==> src/rtl/bus_port_mux_pkg.sv <==
// Shared types and constants for the bus port multiplexer: the FSM state
// encoding, the data returned on a timed-out transaction and the default
// response timeout.
package bus_port_mux_pkg;

  typedef enum logic [1:0] {
    ST_IDLE     = 2'd0,
    ST_ISSUE    = 2'd1,
    ST_WAIT_RSP = 2'd2
  } state_e;

  // Read data returned on a timed-out transaction (truncated to DATA_WIDTH at use).
  localparam logic [31:0] ERR_DATA = 32'hDEAD_BEEF;

  localparam int DEFAULT_TIMEOUT_CYCLES = 255;

endpackage

==> src/rtl/bus_port_mux_timeout.sv <==
// Response timeout counter for bus_port_mux. It counts cycles while run_i is
// high and raises expired_o once TIMEOUT_CYCLES cycles have elapsed since
// run_i rose. The count restarts from zero every time run_i rises. Only
// instantiated when BUS_PORT_MUX_TIMEOUT_EN is defined.
module bus_port_mux_timeout
  import bus_port_mux_pkg::*;
#(
  parameter int TIMEOUT_CYCLES = DEFAULT_TIMEOUT_CYCLES
) (
  input  logic clk_i,
  input  logic reset_i,
  input  logic run_i,
  output logic expired_o
);

  localparam int CNT_W = $clog2(TIMEOUT_CYCLES + 1);
  localparam logic [CNT_W-1:0] LIMIT = CNT_W'(TIMEOUT_CYCLES);

  logic [CNT_W-1:0] cnt_q, cnt_d;

  // Count up while running and saturate at the limit; idle cycles clear the count.
  // NOTE: combinational blocks assign a default first so no path can infer a latch.
  always_comb begin
    cnt_d = '0;
    if (run_i) begin
      cnt_d = (cnt_q == LIMIT) ? cnt_q : cnt_q + 1'b1;
    end
  end

  // Counter register.
  // NOTE: clocked blocks use non-blocking assignments so every register samples pre-edge values.
  always_ff @(posedge clk_i or posedge reset_i) begin
    if (reset_i) begin
      cnt_q <= '0;
    end else begin
      cnt_q <= cnt_d;
    end
  end

  assign expired_o = run_i && (cnt_q == LIMIT);

endmodule

==> src/rtl/bus_port_mux.sv <==
// Multiplexes PORT_COUNT requesting ports onto one downstream request/response
// channel with a single outstanding transaction. Port selection is done by an
// external round-robin arbiter: this block publishes the requesting ports on
// arb_ready_list_o while idle and accepts the port named by arb_selected_id_i.
// Optional feature: define BUS_PORT_MUX_TIMEOUT_EN to terminate a transaction
// with an error response after TIMEOUT_CYCLES cycles in WAIT_RSP.
module bus_port_mux
  import bus_port_mux_pkg::*;
#(
  parameter int PORT_COUNT     = 4,
  parameter int ADDR_WIDTH     = 32,
  parameter int DATA_WIDTH     = 32,
  parameter int TIMEOUT_CYCLES = DEFAULT_TIMEOUT_CYCLES,
  parameter int PORT_ID_WIDTH  = $clog2(PORT_COUNT)
) (
  input  logic                                  clk_i,
  input  logic                                  reset_i,
  input  logic [PORT_COUNT-1:0]                 req_valid_i,
  input  logic [PORT_COUNT-1:0][ADDR_WIDTH-1:0] req_addr_i,
  input  logic [PORT_COUNT-1:0]                 req_we_i,
  input  logic [PORT_COUNT-1:0][DATA_WIDTH-1:0] req_wdata_i,
  output logic [PORT_COUNT-1:0]                 req_ready_o,
  output logic [PORT_COUNT-1:0]                 rsp_valid_o,
  output logic [DATA_WIDTH-1:0]                 rsp_rdata_o,
  output logic                                  rsp_err_o,
  output logic [PORT_COUNT-1:0]                 arb_ready_list_o,
  input  logic [PORT_ID_WIDTH-1:0]              arb_selected_id_i,
  output logic                                  m_req_valid_o,
  input  logic                                  m_req_ready_i,
  output logic [ADDR_WIDTH-1:0]                 m_addr_o,
  output logic                                  m_we_o,
  output logic [DATA_WIDTH-1:0]                 m_wdata_o,
  input  logic                                  m_rsp_valid_i,
  input  logic [DATA_WIDTH-1:0]                 m_rdata_i
);

  state_e                   state_q, state_d;
  logic [PORT_ID_WIDTH-1:0] owner_q, owner_d;
  logic [ADDR_WIDTH-1:0]    addr_q, addr_d;
  logic                     we_q, we_d;
  logic [DATA_WIDTH-1:0]    wdata_q, wdata_d;

  logic sel_in_range_w;
  logic grant_w;
  logic wait_done_w;

  // The arbiter's choice is only honoured if it names a real port that is still requesting.
  assign sel_in_range_w = int'(arb_selected_id_i) < PORT_COUNT;
  assign grant_w        = !reset_i && (state_q == ST_IDLE) && sel_in_range_w &&
                          req_valid_i[arb_selected_id_i];

`ifdef BUS_PORT_MUX_TIMEOUT_EN
  localparam logic [DATA_WIDTH-1:0] ERR_DATA_W = DATA_WIDTH'(ERR_DATA);

  logic timeout_w;

  bus_port_mux_timeout #(
    .TIMEOUT_CYCLES(TIMEOUT_CYCLES)
  ) u_timeout (
    .clk_i    (clk_i),
    .reset_i  (reset_i),
    .run_i    (state_q == ST_WAIT_RSP),
    .expired_o(timeout_w)
  );

  assign wait_done_w = m_rsp_valid_i || timeout_w;
`else
  assign wait_done_w = m_rsp_valid_i;
`endif

  // State and transaction registers; the payload is captured only on a grant.
  always_ff @(posedge clk_i or posedge reset_i) begin
    if (reset_i) begin
      state_q <= ST_IDLE;
      owner_q <= '0;
      addr_q  <= '0;
      we_q    <= 1'b0;
      wdata_q <= '0;
    end else begin
      state_q <= state_d;
      owner_q <= owner_d;
      addr_q  <= addr_d;
      we_q    <= we_d;
      wdata_q <= wdata_d;
    end
  end

  // Next state: grant in IDLE, hand off in ISSUE, finish on response (or timeout).
  always_comb begin
    state_d = state_q;
    owner_d = owner_q;
    addr_d  = addr_q;
    we_d    = we_q;
    wdata_d = wdata_q;
    case (state_q)
      ST_IDLE: begin
        if (grant_w) begin
          state_d = ST_ISSUE;
          owner_d = arb_selected_id_i;
          addr_d  = req_addr_i[arb_selected_id_i];
          we_d    = req_we_i[arb_selected_id_i];
          wdata_d = req_wdata_i[arb_selected_id_i];
        end
      end
      ST_ISSUE: begin
        if (m_req_ready_i) begin
          state_d = ST_WAIT_RSP;
        end
      end
      ST_WAIT_RSP: begin
        if (wait_done_w) begin
          state_d = ST_IDLE;
        end
      end
      default: state_d = ST_IDLE;
    endcase
  end

  // Outputs: all handshakes are combinational from state; a real response beats a timeout.
  always_comb begin
    req_ready_o      = '0;
    rsp_valid_o      = '0;
    rsp_rdata_o      = '0;
    rsp_err_o        = 1'b0;
    arb_ready_list_o = '0;
    m_req_valid_o    = 1'b0;
    if (!reset_i) begin
      case (state_q)
        ST_IDLE: begin
          arb_ready_list_o = req_valid_i;
          if (grant_w) begin
            req_ready_o[arb_selected_id_i] = 1'b1;
          end
        end
        ST_ISSUE: begin
          m_req_valid_o = 1'b1;
        end
        ST_WAIT_RSP: begin
          if (m_rsp_valid_i) begin
            rsp_valid_o[owner_q] = 1'b1;
            rsp_rdata_o          = m_rdata_i;
          end
`ifdef BUS_PORT_MUX_TIMEOUT_EN
          else if (timeout_w) begin
            rsp_valid_o[owner_q] = 1'b1;
            rsp_rdata_o          = ERR_DATA_W;
            rsp_err_o            = 1'b1;
          end
`endif
        end
        default: ;
      endcase
    end
  end

  // Payload registers are zero in reset, so the downstream bus reads zero too.
  assign m_addr_o  = addr_q;
  assign m_we_o    = we_q;
  assign m_wdata_o = wdata_q;

endmodule

==> config.mk <==
export PLATFORM = sky130hd
export DESIGN_NAME = bus_port_mux
export DESIGN_NICKNAME = d
export VERILOG_FILES = /design/src/rtl/bus_port_mux_pkg.sv /design/src/rtl/bus_port_mux_timeout.sv /design/src/rtl/bus_port_mux.sv
export SDC_FILE = /design/constraint.sdc
export NUM_CORES = 1
export LEC_CHECK = 0
export BUFFER_PORTS_ARGS = -buffer_cell sky130_fd_sc_hd__clkbuf_2
export CORE_AREA = 2 2 162 164
export DETAILED_ROUTE_END_ITERATION = 12
export DIE_AREA = 0 0 164 166
export PLACE_DENSITY = 0.55
export SLEW_MARGIN = 10
export SYNTH_ARGS = -nofsm -noshare
export SYNTH_HDL_FRONTEND = slang
export SYNTH_SLANG_ARGS = --single-unit
==> constraint.sdc <==
create_clock -name clk_i -period 3.4 [get_ports clk_i]
set_input_delay 0.34 -clock clk_i [delete_from_list [all_inputs] [get_ports clk_i]]
set_output_delay 0.34 -clock clk_i [all_outputs]
set_load 0.02 [all_outputs]
Yosys cells after proc, flatten, opt, wreduce, memory -nomap -nowiden --
Index checks and enable logic that the tools add are counted.
Word-level totals: flip-flop bits (word level) 69, bits of input ports 302
Operators by class: reductions and logical operators 8, multiplexer cells 29, equality and inequality tests 5, magnitude comparators 4
Operator list (count):
- two-way mux 32 bit | 5
- binary-select mux 32 bit (select 2 bit) | 2
- two-way mux 4 bit | 8
- < comparator 2 x 3 -> 1 bit (second input constant) | 2
- two-way mux 1 bit | 6
- two-way mux 2 bit | 3
- inequality test 2 bit (second input constant) | 3
- case mux 2 bit (3 select lines) | 1
- binary-select mux 1 bit (select 2 bit) | 2
- demux 1 bit (select 2 bit) | 2
- >= comparator 2 x 1 -> 1 bit (second input constant) | 2
- logical AND 1 bit | 4
- AND reduction 3 bit | 1
- == test 2 x 1 -> 1 bit (second input constant) | 1
- == test 2 bit (second input constant) | 1
- zero test 2 bit | 1
- AND reduction 2 bit | 1
- zero test 1 bit | 1

Depth between registers and ports, before layout --
depth after elaboration 7, mapped depth 6, depth with buffers taken out 3

Worst setup path after synthesis --
Ideal clock, no wire load.
path kind reg2out, start point reg state_q[0], end point out req_ready_o[0], arrival 1577 ps, path slack 1483 ps, required time 3060 ps, cell stages (with the launch flop) 3, cell sequence dfrtp_1 > or3_1 > nor4b_1
Between the ends: longest elaborated chain between the ends 6
Ends and longest elaborated chain:
- start: declaration | line bus_port_mux.sv:37 | state_e state_q, state_d;
- start signal: assignment | line bus_port_mux.sv:80 | state_q <= state_d;
- zero test 2 bit * | line bus_port_mux.sv:49, bus_port_mux.sv:128
- logical AND 1 bit (2 in a row) | line bus_port_mux.sv:49 | assign grant_w = !reset_i && (state_q == ST_IDLE) && sel_in_range_w &&
- two-way mux 4 bit | line bus_port_mux.sv:131 | if (grant_w) begin
- two-way mux 4 bit * | line bus_port_mux.sv:128 | case (state_q)
- two-way mux 4 bit * | line bus_port_mux.sv:127 | if (!reset_i) begin
- end: declaration | line bus_port_mux.sv:22 | output logic [PORT_COUNT-1:0] req_ready_o,
Mark *: on every way between the ends. The rest lies on a longest branch, timed or not.

Final worst setup path --
start point reg state_q[0], end point out rsp_rdata_o[15]
Between the ends: longest elaborated chain between the ends 3
Ends and longest elaborated chain:
- == test 2 bit | line bus_port_mux.sv:128
- two-way mux 32 bit | line bus_port_mux.sv:128
- two-way mux 32 bit | line bus_port_mux.sv:127
- end: declaration | line bus_port_mux.sv:24 | output logic [DATA_WIDTH-1:0] rsp_rdata_o,
No other way between the ends.

==> impl_results.rst <==
.. list-table::
   :header-rows: 1

   * - Metric
     - Value
   * - Crit Reg-Reg Startpoint
     - state_q[0]
   * - Combinational family with the most area after synthesis
     - multiplexers
   * - Power Density
     - 613 nW/um^2
   * - Setup TNS
     - 0 ns
   * - Cell Area, Synth
     - 4530 sq um
   * - Worst setup skew after layout
     - 0.00565 ns
   * - FMAX
     - 456 MHz
   * - Initial antenna violation count
     - 1
   * - Compound-Gate Fraction of Synth Area
     - 0.580%
   * - Pin count of the biggest net entering global routing
     - 70
   * - Parity-gate share of the synthesized area counting xor and xnor cells
     - 0%
   * - Tmin final
     - 2.19 ns
   * - Global route overflow
     - 0
   * - Library cells used by synthesis
     - 28
   * - Dominant synthesized flop cell
     - dfrtp_1
   * - Via count
     - 4263
   * - Top cells by area in the synthesized netlist
     - dfrtp_1 38%, mux4_2 33%, mux2_2 9.5%
   * - Total iterations of the first detailed-routing run
     - 4
   * - CTS resizes
     - 0
   * - Gate count after technology mapping
     - 292
   * - Setup repair after global routing missed its margin
     - no
   * - Nature of the critical path endpoint
     - output pin
   * - Setup slack of the critical path after layout
     - 1.21 ns
   * - Number of sinks driven by the clock tree
     - 69
   * - Via count normalized by instance count
     - 4.12
   * - Period utilization
     - 64.5%
   * - Area share of the largest cell type after synthesis
     - 38.1%
   * - Number of hold buffers added after CTS
     - 0
   * - Leakage Power
     - 3.65 nW
   * - First DRT Iteration DRCs
     - 146
   * - Family of cells with the greatest summed delay on the critical path
     - simple AND/OR/NAND/NOR gates
   * - Largest stage delay on the critical path
     - 0.64 ns
   * - Launching instance or port of the critical path
     - state_q[0]
   * - Setup WS pre-CTS
     - 1.07 ns
   * - Post-synthesis adder-cell area fraction
     - 0%
   * - Setup Viol. Count Final
     - 0
   * - Floorplan row count
     - 59
   * - Number of routed nets with antenna violations
     - 0
   * - Cells along the critical path
     - and4bb_2, and2_1, clkbuf_2
   * - Routed wire per std cell
     - 15.5 um
   * - WL final
     - 16.0 mm
   * - Global-route wire length before repair
     - 24.0 mm
   * - Number of synthesis warnings
     - 0
   * - Worst path required time
     - 3.06 ns
   * - Hold_ws
     - 0.152 ns
   * - Worst setup path category
     - reg -> out
   * - Number of buffers created by CTS
     - 9
   * - Data arrival time of the critical path
     - 1.85 ns
   * - Slew headroom
     - 49.4%
   * - # port buffers
     - 411
   * - Worst hold-check path type
     - in -> async
   * - Result of the run
     - finished clean
   * - Startpoint type of the worst setup path
     - register
   * - Final Max Tran Viols
     - 0
   * - Longest Clk Path Bufs
     - 2
   * - Net count of the mapped netlist
     - 594
   * - Sequential area share after synthesis
     - 38.1%
   * - Biggest fanout along the worst timing path
     - 36
   * - CTS clock-pin slew for the worst setup and hold paths
     - 0.06 ns
   * - Initial Util
     - 17.7%
   * - Number of enable flip-flop cells after synthesis
     - 0
   * - Floorplan die height
     - 166 um
   * - Vias in the first global route
     - 4490
   * - Number of nets in the layout
     - 995
   * - Simple logic cell fraction of the synthesized area
     - 7.44%
   * - Most frequently used cell type in the post-synthesis netlist
     - dfrtp_1
   * - Combined global-route utilization of all metal layers
     - 11.6%
   * - Area growth from synthesis to layout
     - 60.7%
   * - Die width
     - 164 um
   * - Max VDD drop
     - 0.230 mV
   * - Mux cell area share after synthesis
     - 49.7%
   * - Area of the core
     - 25600 sq um
   * - Remaining design rule violation count
     - 0
   * - Slowest library cell on the worst path
     - and4bb_2
   * - CP bufs+invs
     - 1
   * - CTS HTree Levels
     - 3
   * - Ys async rst share
     - 100%
   * - CTS tree
     - yes
   * - Flops & latches, synth
     - 69
   * - Number of max-cap violations
     - 0
   * - Routability cong.
     - 0.837
   * - Most common library cells after synthesis
     - 69 x dfrtp_1, 66 x mux4_2, 38 x mux2_2
   * - Synth Area per Inst
     - 15.5 sq um
   * - Worst Max-Slew Pin Slew
     - 0.758 ns
   * - # IOs
     - 413
   * - Share of cells above drive strength 1
     - 77.5%
   * - Detailed placement HPWL
     - 13.4 mm
   * - Hold Violations, Final
     - 0
   * - Synth area leader
     - dfrtp_1
   * - DIE AREA
     - 27200 sq um
   * - CTS root buf
     - clkbuf_16
   * - Clock Latency Late Sink
     - 0.33 ns
   * - Number of buffers inserted by post-CTS setup repair
     - 0
-- layout make-up --
cell class                 instances  area [sq um]
antenna                            1          2.50
inverter                           3          12.5
tap                              335           419
timing repair buffer             417          2130
clock inverter                     5           106
fill                            2670         18300
sequential                        69          1730
clock buffer                      11           253
multi-input combinational        193          2620
-- state kept, by name, indices dropped and copies added (netlist names) --
signal and flops:
m_wdata_o 32, state_q 2, owner_q 2, m_we_o 1
m_addr_o 32
-- where the power goes --
group | leakage [nW] | internal [mW] | switching (mW) | total, mW
sequential | 0.811 | 1.23 | 0.223 | 1.45
clock | 0.172 | 0.758 | 0.374 | 1.13
combinational | 2.67 | 0.826 | 1.05 | 1.87
-- cells in the final DEF (no fill, tap or decap), types with 3 or more instances in the layout --
master     instances
mux4_2            66
and3_1             3
and2_1            36
buf_4              6
bufinv_16          3
o21ai_0            3
clkbuf_2         409
mux2_1            29
mux2_2            38
clkbuf_16          9
dfrtp_1           69
-- metal layers --
metal	wire length [um]	global-route usage, %
met1	5890	12.9
met2	8820	21.8
met3	1180	2.52
met4	116	3.36
met5	0	0
-- per-stage QoR --
| step | power, mW | std cells | cell area [sq um] | utilization, % |
|---|---|---|---|---|
| floorplan | 2.58 | 292 | 4530 | - |
| global placement | 3.36 | 1017 | 6910 | 27.0 |
| detailed placement | 3.39 | 1017 | 6910 | 27.0 |
| CTS | 4.57 | 1033 | 7270 | 28.4 |
| global route | 4.76 | 1034 | 7270 | 28.4 |
| finish | 4.46 | 1034 | 7270 | 28.4 |
-- worst paths after layout --
kind / to / slack [ns] / cells past startpoint
min reg2reg: m_wdata_o[18] / 0.49 / 1
min: state_q[1] / 0.15 / 2
max in group asynchronous: m_wdata_o[27] / 2.53 / 3
max: rsp_rdata_o[15] / 1.21 / 3
max reg2reg: m_wdata_o[11] / 1.40 / 4
min in group clk_i: state_q[0] / 0.24 / 2
-- logic make-up (layout without fill, tap and decap cells) --
family	Yosys count	after routing
AND/OR/NAND/NOR	53	53
buffers and inverters	30	436
other	1	2
multiplexers	134	134
AO/OA/AOI/OAI	5	5
flip-flops	69	69
Power figures use the tool's default switching activity.
